`src/rtl/param_piso_serial_tx.sv`:
```
// Parallel-in/serial-out transmitter, MSB first, one bit per clk, with valid/last flags.
// Optional even-parity trailer bit when PARAM_PISO_PARITY_EN is defined.
module param_piso_serial_tx #(
  parameter int width = 8
) (
  input  logic             clk,
  input  logic             rst_n,
  input  logic [width-1:0] data_in,
  input  logic             load_valid,
  output logic             load_ready,
  output logic             data_out,
  output logic             bit_valid,
  output logic             last_bit
);

  localparam int CW = $clog2(width);
  localparam logic [CW-1:0] CNT_INIT = CW'(width - 1);

`ifdef PARAM_PISO_PARITY_EN
  typedef enum logic [1:0] {IDLE, SHIFT, PAR} state_t;
`else
  typedef enum logic {IDLE, SHIFT} state_t;
`endif

  state_t           state;
  state_t           state_nxt;
  logic [width-1:0] sreg;
  logic [CW-1:0]    cnt;
  logic             load;
`ifdef PARAM_PISO_PARITY_EN
  logic             par;
`endif

  assign load_ready = (state == IDLE) && rst_n;
  assign load       = load_valid && load_ready;

  always_ff @(posedge clk) begin
    if (!rst_n) begin
      state <= IDLE;
      sreg  <= '0;
      cnt   <= '0;
`ifdef PARAM_PISO_PARITY_EN
      par   <= 1'b0;
`endif
    end else begin
      state <= state_nxt;
      if (load) begin
        sreg <= data_in;
        cnt  <= CNT_INIT;
`ifdef PARAM_PISO_PARITY_EN
        par  <= ^data_in;
`endif
      end else if (state == SHIFT) begin
        // Zero fill keeps the register clean once the frame has drained.
        sreg <= sreg << 1;
        cnt  <= cnt - 1'b1;
      end
    end
  end

  always_comb begin
    state_nxt = state;
    data_out  = 1'b0;
    bit_valid = 1'b0;
    last_bit  = 1'b0;
    case (state)
      IDLE: begin
        if (load) state_nxt = SHIFT;
      end
      SHIFT: begin
        data_out  = sreg[width-1];
        bit_valid = 1'b1;
        if (cnt == '0) begin
`ifdef PARAM_PISO_PARITY_EN
          state_nxt = PAR;
`else
          state_nxt = IDLE;
          last_bit  = 1'b1;
`endif
        end
      end
`ifdef PARAM_PISO_PARITY_EN
      PAR: begin
        data_out  = par;
        bit_valid = 1'b1;
        last_bit  = 1'b1;
        state_nxt = IDLE;
      end
`endif
      default: state_nxt = IDLE;
    endcase
  end

endmodule

```
`config.mk`:
```
export PLATFORM = sky130hd
export DESIGN_NAME = param_piso_serial_tx
export DESIGN_NICKNAME = d
export VERILOG_FILES = /design/src/rtl/param_piso_serial_tx.sv
export SDC_FILE = /design/constraint.sdc
export NUM_CORES = 1
export LEC_CHECK = 0
export CORE_MARGIN = 8
export CORE_UTILIZATION = 25
export DETAILED_ROUTE_END_ITERATION = 8
export PLACE_DENSITY = 0.56
export SYNTH_ARGS = -nofsm -noshare
export SYNTH_HDL_FRONTEND = slang
export SYNTH_SLANG_ARGS = --single-unit
```
`constraint.sdc`:
```
create_clock -name clk -period 1.4 [get_ports clk]
set_input_delay 0.35 -clock clk [delete_from_list [all_inputs] [get_ports clk]]
set_output_delay 0.35 -clock clk [all_outputs]
set_load 0.05 [all_outputs]
```
Word level (Yosys, flattened, before mapping)
Index checks and enable logic that the tools add are counted.
- output and inout bits: 4
- word-level logic and storage cells: 20
- register bits: 12
- bitwise operators: 1
- multiplexer cells: 11
- reductions and logical operators: 4
- $add $sub $neg: 1
- operator list (kind ; number):
    8-bit 2-to-1 mux ; 2
    1-bit 2-to-1 mux ; 6
    3-bit 2-to-1 mux ; 2
    3-bit zero test ; 1
    3-bit by 1-bit subtractor with 3-bit output (second input constant) ; 1
    1-bit logical AND ; 2
    1-bit one-hot mux with 2 select lines ; 1
    2-bit nonzero test ; 1
    1-bit inverter ; 1

Longest topological paths before layout
Gate-level depths: netlist of the first run.
- depth in word-level cells: 5
- depth in mapped cells: 4
- gate-level depth less buffers: 4

Least setup slack after synthesis of the first run
Ideal clock, no wire load.
- kind: register to output
- start point: reg state
- end point: out last_bit
- data required time: 1050 ps
- arrival: 1428 ps
- slack: -378 ps
- cell stages (with the launch flop): 3
- cell sequence: dfxtp_1 -> clkbuf_1 -> and3_1
- word-level cells in the longest chain between the ends: 1
- ends and longest elaborated chain (item ; line ; RTL):
    start, declared ; 25 ; state_t state;
    start signal, assigned ; 46 ; state <= state_nxt;
    1-bit 2-to-1 mux ; 66 ; case (state)
    end, declared ; 13 ; output logic last_bit
No other way between the ends.

Worst setup path after layout of the first run
- start point: reg cnt[0]
- end point: out last_bit
- word-level cells in the longest chain between the ends: 3
- ends and longest elaborated chain (item ; line ; RTL):
    start, declared ; 28 ; logic [CW-1:0] cnt;
    start signal, assigned ; 56 ; cnt <= cnt - 1'b1;
    3-bit zero test ; 73 ; if (cnt == '0) begin
    1-bit 2-to-1 mux ; 73 ;
    1-bit 2-to-1 mux ; 66 ;
No other way between the ends.

==> metrics, run 1 <==
Hold/Removal Path Class input port to register; cells after synthesis between 50 and 60; RSZ-0062 raised after global routing yes; relative slew slack 85.2%; Tcrit/Tclk final 105%; met1 wire length 665 µm; CP Max Fanout 2; GRT Total Usage under 10%; leading cell type in the layout, fill and taps excluded a211oi_1; synthesized area roughly 570 µm²; leakage 0.369 nW; R2R Path Start cnt[0]; DR iter-0 viols 8; DP Wirelength 966 µm; R2R cell count 5; CTS root buf clkbuf_4; power density cells about 1000 mW/mm²; Post-Syn Area per Cell around 10 µm²; Fin. Hold Viols 0; Placer Congestion around 0.66; fin area roughly 880 µm²; largest net degree at the start of global routing 14; CP max-delay cell dfxtp_2; CTS tree built; Synth top area share 42.5%; Layout Nets 92; Starting Density 26.1%; clock latency on the worst-skew pair 0.27 ns; area growth from synthesis to layout 55.3%; max frequency ~680 MHz; Clock Skew between 0.002 and 0.003 ns; DRC 0; placed instance area 803 µm²; Die W ~64 µm; Die Y approximately 64 µm; area leader, netlist dfxtp_1; # clock sinks 12; synth warn 0; crit path cell chain inv_2 -> ha_4 -> and3_4 -> buf_12; gr ovfl total 0; Layout Utilization roughly two fifths; total power 0.920 mW; initial antenna violation count 0; DR vias around 480; Distinct cells, synth 15; Mapped Nets 71; Pins Over Slew Limit 0; number of synthesized register bits 12; CP Launch Point cnt[0]; synth top area cells dfxtp_1 (42%), mux2i_1 (16%), a211oi_1 (13%); final-report setup violation count 1; final setup margin -0.0643 ns; Port Buffers 14; commonest cells after routing, fill and taps aside a211oi_1 (10), mux2i_1 (9), dfxtp_1 (9), clkdlybuf4s50_1 (9), nor2b_1 (7); Placeable Area roughly 0.0022 mm²; CTS clk-pin slew, worst paths approximately 0.080 ns; ant diodes 0; CP arrival approximately 1.1 ns; first-pass GRT wire length between 2000 and 2500 µm; Routed WL 1350 µm; H-Tree Depth 1; cell count after placement between 90 and 100; antenna-violating nets left 0; Crit Path Class register to output port; Crit. End Element output port; Worst path max stage delay around 0.33 ns; WL/cell 12.7 µm; setup TNS -0.0643 ns; Tmin final ~1.5 ns; top sig layer met4; status complete, but fails checks; Max Cap Viol 0; post-synthesis sequential area ratio 42.5%; Routed met2 length about 620 µm; routed length on met3 about 40 µm; FILL cells ~230; number of buffers created by CTS 3; Non-Filler Instances 106; r2r setup slk around 0.25 ns; clk buf depth 2; CP endpoint last_bit; io pins 15; # hold bufs at CTS 0; Die ar. about 0.0040 mm²; Hold Crit Depth 3; TritonRoute pass-1 iters 4; worst-margin pin slew about 0.22 ns; CP required 1.05 ns; vias per cell between 4 and 5; number of global-route vias before repair between 400 and 500; failing checks setup timing; crit start category register; worst vdd ir between 0.5 and 0.6 mV; RR Endpoint cnt[2]; layout cells sized above 1 around 29%; Rows 17
==> where the power goes <==
| group | switching (mW) | leakage (nW) | internal, mW | total, mW |
|---|---|---|---|---|
| registers | 0.0247 | 0.101 | 0.377 | 0.401 |
| logic | 0.107 | 0.247 | 0.131 | 0.238 |
| clock network | 0.123 | 0.0210 | 0.158 | 0.281 |
| total | 0.255 | 0.369 | 0.665 | 0.920 |
==> repair_timing <==
item	in CTS	in global routing
endpoints found under the setup margin	3	1
pin swaps	3	1
setup buffers	2	1
gates resized for setup	8	0
==> critical path: cells and delay by family (launching register included) <==
kind / cells / cell delay (ns)
and+or+nand+nor: 1 / 0.18
DFF: 1 / 0.33
adders and majority gates: 1 / 0.13
buffers and inverters: 2 / 0.20
==> logic make-up after synthesis <==
family,share of synthesized area (%)
adders and majority gates,4.42
AOI/OAI and AO/OA,15.3
DFF,42.5
and+or+nand+nor,14.4
muxes,15.9
buffers and inverters,7.52
==> layer usage <==
| layer | track usage, % | vias up |
|---|---|---|
| met5 | 0 | - |
| met4 | 4.18 | 0 |
| met3 | 1.41 | 2 |
| met2 | 9.89 | 8 |
| met1 | 8.51 | 223 |
| li1 | - | 246 |
==> cells in the mapped netlist <==
cell	count
o21ai_0	1
buf_2	1
a31oi_1	1
clkbuf_1	2
buf_6	1
a211oi_1	10
nor3_1	3
nor2b_1	7
nor2_1	1
mux2i_1	9
dfxtp_1	12
inv_1	5
and2_1	1
and3_1	2
ha_1	2
==> sequential cells by signal, indices dropped and copies added, names as in the netlist <==
signal / count
sreg: 8
state: 1
cnt: 3
==> metrics by stage <==
stage | setup slack [ns] | hold slack (ns)
3_5_place_dp | -0.146 | 0.460
3_3_place_gp | -0.132 | 0.459
4_1_cts | -0.0826 | 0.463
6_report | -0.0643 | 0.476
5_1_grt | -0.0980 | 0.475
2_1_floorplan | 0.0147 | 0.443
==> cell type report <==
cell class	count	area, µm²	area share [%]
multi-input combinational	37	305	34.8
sequential	12	246	28.1
timing repair buffer	20	236	26.9
clock buffer	4	36.3	4.13
tap	28	35.0	3.99
inverter	5	18.8	2.14
==> worst min-delay path by stage <==
stage	start	end	slack (ns)
global route	rst_n	state	0.48
floorplan	cnt[0]	cnt[0]	0.44
detailed placement	cnt[0]	cnt[0]	0.46
finish	rst_n	state	0.48
global placement	cnt[0]	cnt[0]	0.46
CTS	rst_n	state	0.46
(Power assumes the default switching activity.)
==> inputs of run 2 (changes only) <==
CTS_CLUSTER_DIAMETER = 150   (was unset)
==> results of run 2 <==
Final layout, timing and power as in run 1 (identical DEF).
